--- src/rtl/operand_entry_if.sv ---
// Operand-entry bus: raw switch/button inputs in, registered operands and status out.
interface operand_entry_if;
  logic [3:0] sw;
  logic       btn_load;
  logic       btn_op;
  logic [3:0] in_a;
  logic [3:0] in_b;
  logic       op;
  logic       valid;
  logic [1:0] led_state;

  modport master (output sw, btn_load, btn_op,
                  input  in_a, in_b, op, valid, led_state);
  modport slave  (input  sw, btn_load, btn_op,
                  output in_a, in_b, op, valid, led_state);
endinterface

--- src/rtl/operand_entry.sv ---
// Button sync/debounce plus A-then-B operand capture FSM feeding the 4-bit add/sub datapath.
// Every output comes straight from a flop so the downstream adder never sees glitches.

module operand_entry_deb #(
  parameter int                  DEB_SIZE  = 16,
  parameter logic [DEB_SIZE-1:0] DEB_LIMIT = 16'd60000
) (
  input  logic clk_in,
  input  logic rst_in,
  input  logic raw,
  output logic press
);
  localparam logic [DEB_SIZE-1:0] LIM_M1 = DEB_LIMIT - DEB_SIZE'(1);

  logic [1:0]          sync;
  logic                db, db_d;
  logic [DEB_SIZE-1:0] cnt;

  always_ff @(posedge clk_in or posedge rst_in) begin
    if (rst_in) begin
      sync  <= '0;
      db    <= 1'b0;
      db_d  <= 1'b0;
      cnt   <= '0;
      press <= 1'b0;
    end else begin
      sync  <= {sync[0], raw};
      db_d  <= db;
      press <= db & ~db_d;
      // counter only survives while the synced input keeps disagreeing with db
      if (sync[1] == db) begin
        cnt <= '0;
      end else if (cnt == LIM_M1) begin
        db  <= sync[1];
        cnt <= '0;
      end else begin
        cnt <= cnt + DEB_SIZE'(1);
      end
    end
  end
endmodule

module operand_entry #(
  parameter int                  DEB_SIZE  = 16,
  parameter logic [DEB_SIZE-1:0] DEB_LIMIT = 16'd60000
) (
  input  logic            clk_in,
  input  logic            rst_in,
  operand_entry_if.slave  bus
);
  localparam int NUM_BTN = 2;
  localparam logic [1:0] GET_A = 2'b00;
  localparam logic [1:0] GET_B = 2'b01;
  localparam logic [1:0] SHOW  = 2'b10;

  logic [NUM_BTN-1:0] raw, press;
  logic               load_p, op_p;
  logic [1:0]         state;
  logic [3:0]         a_q, b_q;
  logic               op_q, valid_q;

  assign raw    = {bus.btn_op, bus.btn_load};
  assign load_p = press[0];
  assign op_p   = press[1];

  operand_entry_deb #(.DEB_SIZE(DEB_SIZE), .DEB_LIMIT(DEB_LIMIT)) u_deb [NUM_BTN-1:0] (
    .clk_in (clk_in),
    .rst_in (rst_in),
    .raw    (raw),
    .press  (press)
  );

  always_ff @(posedge clk_in or posedge rst_in) begin
    if (rst_in) begin
      state   <= GET_A;
      a_q     <= '0;
      b_q     <= '0;
      op_q    <= 1'b0;
      valid_q <= 1'b0;
    end else begin
      if (op_p) op_q <= ~op_q;
      case (state)
        GET_A: if (load_p) begin
          a_q   <= bus.sw;
          state <= GET_B;
        end
        GET_B: if (load_p) begin
          b_q     <= bus.sw;
          valid_q <= 1'b1;
          state   <= SHOW;
        end
        SHOW: if (load_p) begin
          valid_q <= 1'b0;
          state   <= GET_A;
        end
        default: begin
          valid_q <= 1'b0;
          state   <= GET_A;
        end
      endcase
    end
  end

  assign bus.in_a      = a_q;
  assign bus.in_b      = b_q;
  assign bus.op        = op_q;
  assign bus.valid     = valid_q;
  assign bus.led_state = state;
endmodule

--- src/flat_wrapper.sv ---
// flat-port wrapper written by rule: the top's interface ports become plain ports
module operand_entry_flat 
#(
  parameter int                  DEB_SIZE  = 16,
  parameter logic [DEB_SIZE-1:0] DEB_LIMIT = 16'd60000
)
  (clk_in, rst_in, bus_sw, bus_btn_load, bus_btn_op, bus_in_a, bus_in_b, bus_op, bus_valid, bus_led_state);
  operand_entry_if bus_i ();
  input  logic clk_in;
  input  logic rst_in;
  input wire logic [$bits(bus_i.sw)-1:0] bus_sw;
  input wire logic [$bits(bus_i.btn_load)-1:0] bus_btn_load;
  input wire logic [$bits(bus_i.btn_op)-1:0] bus_btn_op;
  output wire logic [$bits(bus_i.in_a)-1:0] bus_in_a;
  output wire logic [$bits(bus_i.in_b)-1:0] bus_in_b;
  output wire logic [$bits(bus_i.op)-1:0] bus_op;
  output wire logic [$bits(bus_i.valid)-1:0] bus_valid;
  output wire logic [$bits(bus_i.led_state)-1:0] bus_led_state;
  assign bus_i.sw = bus_sw;
  assign bus_i.btn_load = bus_btn_load;
  assign bus_i.btn_op = bus_btn_op;
  assign bus_in_a = bus_i.in_a;
  assign bus_in_b = bus_i.in_b;
  assign bus_op = bus_i.op;
  assign bus_valid = bus_i.valid;
  assign bus_led_state = bus_i.led_state;
  operand_entry #(.DEB_SIZE(DEB_SIZE), .DEB_LIMIT(DEB_LIMIT)) u_core (.clk_in(clk_in), .rst_in(rst_in), .bus(bus_i));
endmodule
--- config.mk ---
export PLATFORM = sky130hd
export DESIGN_NAME = operand_entry_flat
export DESIGN_NICKNAME = d
export VERILOG_FILES = /design/src/rtl/operand_entry_if.sv /design/src/rtl/operand_entry.sv /design/src/flat_wrapper.sv
export SDC_FILE = /design/constraint.sdc
export NUM_CORES = 1
export LEC_CHECK = 0
export ABC_AREA = 0
export CAP_MARGIN = 40
export CELL_PAD_IN_SITES_DETAIL_PLACEMENT = 1
export CELL_PAD_IN_SITES_GLOBAL_PLACEMENT = 1
export CORE_ASPECT_RATIO = 1.4
export CORE_UTILIZATION = 49
export CTS_BUF_LIST = sky130_fd_sc_hd__clkbuf_4 sky130_fd_sc_hd__clkbuf_8 sky130_fd_sc_hd__clkbuf_16
export CTS_CLUSTER_SIZE = 10
export DETAILED_ROUTE_END_ITERATION = 6
export HOLD_SLACK_MARGIN = 0.02
export PLACE_DENSITY = 0.87
export SLEW_MARGIN = 20
export SYNTH_ARGS = -nofsm -noshare
export SYNTH_HDL_FRONTEND = slang
export SYNTH_SLANG_ARGS = --single-unit
--- constraint.sdc ---
create_clock -name clk_in -period 4.3 [get_ports clk_in]
set_input_delay 1.075 -clock clk_in [delete_from_list [all_inputs] [get_ports clk_in]]
set_output_delay 1.075 -clock clk_in [all_outputs]
set_load 0.01 [all_outputs]
* Yosys cells after proc, flatten, opt, wreduce, memory -nomap -nowiden
Index checks and enable logic that the tools add are counted.
Storage, ports and cells: register bits 54, latch bits 0, memory bits (writable) 0, bits in read-only memories 0, bits of input ports 8, output and inout port bits 12, logic and storage cells 52, memories 0
Cells by class: $add $sub $neg 2, multiply operators 0, divide/modulo/power cells 0, magnitude comparators 0, equality and inequality tests 9, shifts and indexed selects 0, multiplexer cells 11, bitwise gates (word level) 8, reduce and logical (&&, ||, !) cells 7
Operators with widths (count):
- 2-to-1 mux 16 bit | 4
- adder 16 x 1 -> 16 bit (second input constant) | 2
- == test 16 bit (second input constant) | 2
- AND reduction 2 bit | 4
- 2-to-1 mux 2 bit | 3
- != test 2 bit (second input constant) | 3
- NOT 1 bit | 6
- case mux 2 bit (3 select lines) | 1
- AND reduction 3 bit | 2
- case mux 1 bit (3 select lines) | 1
- AND 1 bit | 2
- == test 1 bit | 2
- == test 2 x 1 -> 1 bit (second input constant) | 1
- == test 2 bit (second input constant) | 1
- zero test 2 bit | 1
- 2-to-1 mux 1 bit | 2

* Logic depth before layout (Yosys ltp)
depth after elaboration 3, depth in mapped cells 7, mapped depth without buffers 5

* Hierarchy
Synthesis repeated with hierarchy kept, for this count alone.
Second synthesis, totals: cell total of the unflattened synthesis 208, area, all modules 2381.0 sq um
By module, submodules not included:
- operand_entry_deb | instances 2, cells each 89, area an instance 955.9 sq um, sequential area each 525.5 sq um
- operand_entry | instances 1, cells each 30, area an instance 469.2 sq um, sequential area each 300.3 sq um

* Least setup slack after synthesis
Ideal clock, no wire load.
path kind register to register, from register u_core.u_deb[1].cnt[12], to register u_core.u_deb[1].db, setup time 0.125 ns, arrival 1.764 ns, required time 4.175 ns, slack 2.411 ns, stages on the path, launching flop included 4, path buffers 0, period minus slack after synthesis 1.889 ns, cells stage by stage dfrtp_1 or4b_1 or4_4 mux2_4
Between the ends: longest elaborated chain between the ends 2
Ends and longest elaborated chain:
- start, declared | line operand_entry.sv:17 | logic [DEB_SIZE-1:0] cnt;
- start signal, assigned | line operand_entry.sv:37 | cnt <= cnt + DEB_SIZE'(1);
- == test 16 bit | line operand_entry.sv:33 | end else if (cnt == LIM_M1) begin
- AND reduction 2 bit (no line)
- end signal, assigned | line operand_entry.sv:34 | db <= sync[1];
- end, declared | line operand_entry.sv:16 | logic db, db_d;
Every way passes these cells. A chain may end at the register's enable or synchronous reset.

* Final worst setup path
from register u_core.state[0], in the netlist u_core.bus.led_state[0], to output bus_led_state[0]
RTL lines:
- start, declared | line operand_entry.sv:58 | logic [1:0] state;
- start signal, assigned | line operand_entry.sv:75 | state <= GET_A;
- start signal, assigned | line operand_entry.sv:85 | state <= GET_B;
- start signal, assigned | line operand_entry.sv:90 | state <= SHOW;
- end, declared | line flat_wrapper.sv:18 | output wire logic [$bits(bus_i.led_state)-1:0] bus_led_state;
No word-level cell between the ends.

==> impl_metrics.yaml <==
setup_path:
  critPathRequiredTime_ns: 3.22
  critPathArrivalTime_ns: 1.33
  crit_path_start_kind: "flop"
  crit_family: "buffers and inverters"
  max_stage_delay_ns: 0.58
  worst-path-max-fanout: 6
  cp_num_buf_inv: 1
  path_cells: "clkdlybuf4s50_1"
  cp_slowest_cell: "clkdlybuf4s50_1"
  criticalPathCategory: "flop to output port"
  endpoint_kind: "output port"
power_and_ir_drop:
  total_power_uw: 854
  ir_drop_v: 0.000176
  p_leak_uw: 0.00113
  power_density_nw_per_um2: 316
synthesis:
  ys_ff_latch: 54
  synth_top_family_by_area: "simple AND/OR/NAND/NOR gates"
  synth_mux_area_share_pct: 4.97
  synth.distinct_cells: 32
  synth.avg_cell_area_um2: 11.3
  syn_area_um2: 2340
  yosys.area.top_type: "dfrtp_1"
  synthDominantCellAreaShare_pct: 57.7
  yosysSeqAreaShare_pct: 57.7
  synth_xor_area_share_pct: 11.6
  ys.flop_type: "dfrtp_1"
  ys_top_cells_by_area: "dfrtp_1 58%, xnor2_1 7.9%, nor2_1 5.3%, mux2_2 4.3%, xor2_1 3.7%"
  synth-simple-area-share_pct: 21.7
  yosys.area_share.adder_pct: 1.07
  synthCells: 208
  ys_warn_count: 0
  async_flop_share_pct: 100
  synth_nets: 218
  synth_edf_count: 0
  synth_compound_area_share_pct: 0.962
layout:
  antennaDiodeCount: 0
  layout-drive-gt1-share_pct: 11.2
  final_cell_mix: "54 x dfrtp_1, 33 x nor2_1, 21 x xnor2_1"
  syn2layout_area_growth_pct: 15.3
  fin_cells: 295
  layout.nets: 242
  postLayoutCellArea_um2: 2700
  ff_latch_area_um2: 1350
  fillers: 516
  final_common_cell: "dfrtp_1"
  multi_input_area_um2: 943
run_status:
  status: "complete, no violations"
detailed_routing:
  dr.pass1.iters: 4
  ant_nets: 0
  routed-wl-met3_um: 60
  remaining_drc_errors: 0
  routedWlPerCell_um: 15.9
  wl_mm: 4.70
  met2_wirelength_mm: 2.72
  viasPerCell: 5.35
  wl_met1_mm: 1.85
  vias: 1578
  drt_iter0_markers: 35
  top_layer: "met4"
timing:
  worstMarginPinSlew_ns: 0.643
  rsz0062_at_grt: "false"
  setup_viol: 0
  fin_worst_skew_ns: 0.00192
  slew_violations: 0
  hold_violations: 0
  fmaxAchievable_ghz: 0.416
  fin_crit_ns: 2.40
  slew_headroom_pct: 57.1
  period_share_pct: 55.9
  finalSetupTns_ns: 0
global_routing:
  grt_pass1_vias: 1757
  grt_use_total_pct: 21.5
  grt_pass1_wl_mm: 8.09
  gr-total-overflow: 0
  grt_antenna_before_repair: 0
  grt_max_degree: 37
place:
  dp.cells: 287
  dp_hpwl_mm: 3.60
  postPlaceCellArea_um2: 2610
  io_buffer_count: 19
  place_congestion: 0.760
clock_tree:
  cts_sinks: 54
  clock_latency_ns: 0.30
  postCtsSetupBuffers: 0
  cts_resized: 0
  h-tree-depth: 2
  cts_made_buffers: 5
  holdBufCountCts: 0
  cts_tree: "built"
  cts_root_buf: "clkbuf_8"
  clk_pin_slew_worst_paths_ns: 0.09
  clockBufferDepth: 2
floorplan:
  fp-row-count: 29
  core-area_um2: 4570
  io_pins: 20
  die_h_um: 83.8
  start_util_pct: 51.2
  dieArea_um2: 5060
  chipWidth_um: 60.4
job:
  cap_violations: 0
min_path:
  hold_path.class: "flop to flop"
==> layout make-up <==
class	count	area share, %
Clock buffer	6	3.06
Timing Repair Buffer	20	7.78
Inverter	6	0.834
Tap cell	62	2.87
Multi-Input combinational cell	145	34.9
Sequential cell	54	50.0
Clock inverter	2	0.463
==> registers in the layout, indices dropped and copies added, names as in the netlist <==
register,flops
u_core.bus.in_b,4
u_core.bus.led_state,2
u_core.u_deb.sync,4
u_core.u_deb.db,2
u_core.bus.op,1
u_core.bus.in_a,4
u_core.bus.valid,1
u_core.u_deb.press,2
u_core.u_deb.db_d,2
u_core.u_deb.cnt,32
==> power breakdown <==
part / internal (uW) / switching [uW]
Sequential: 516 / 8.28
Combinational: 17.6 / 23.3
Clock: 130 / 160
==> per-layer routing <==
| layer | global-route usage (%) | vias to the layer above |
|---|---|---|
| li1 | - | 759 |
| met1 | 24.0 | 799 |
| met2 | 39.2 | 14 |
| met3 | 3.41 | 6 |
| met4 | 7.64 | 0 |
| met5 | 0 | - |
==> per-stage QoR <==
step | utilization, % | worst slack (ns) | hold WS (ns)
after floorplan | - | 1.91 | 0.331
after global routing | 59.1 | 1.83 | 0.380
after detailed placement | 57.0 | 2.19 | 0.344
final | 59.1 | 1.90 | 0.363
after CTS | 59.1 | 1.87 | 0.366
after global placement | 56.5 | 1.87 | 0.334
==> final timing paths <==
kind,end,cells after the start,slack [ns],from
setup / recovery,bus_led_state[0],1,1.90,u_core.bus.led_state[0]
hold / removal,u_core.u_deb[1].sync[1],0,0.36,u_core.u_deb[1].sync[0]
setup reg to reg,u_core.u_deb[0].cnt[14],4,2.20,u_core.u_deb[0].cnt[10]
hold reg to reg,u_core.u_deb[1].sync[1],0,0.36,u_core.u_deb[1].sync[0]
max in group asynchronous,u_core.bus.op,3,2.70,rst_in
min in group asynchronous,u_core.bus.in_a[2],2,1.08,rst_in
==> Yosys cell counts, drive strengths merged, types with 3 or more instances <==
master	count
dfrtp	54
nor2	33
xnor2	21
nand2	13
mux2	10
nand3	10
nand4	10
xor2	10
nor4	8
nor3	7
inv	6
buf	3
or2	3
==> kinds of logic (layout without fill, tap and decap cells) <==
family,count (synthesis),count (layout)
xor gates and xnor gates,31,31
DFF,54,54
muxes,10,10
buffers and inverters,9,34
adders and majority gates,2,2
and+or+nand+nor,98,98
AOI/OAI and AO/OA,4,4
No activity file was read; power rests on OpenSTA's default activity.
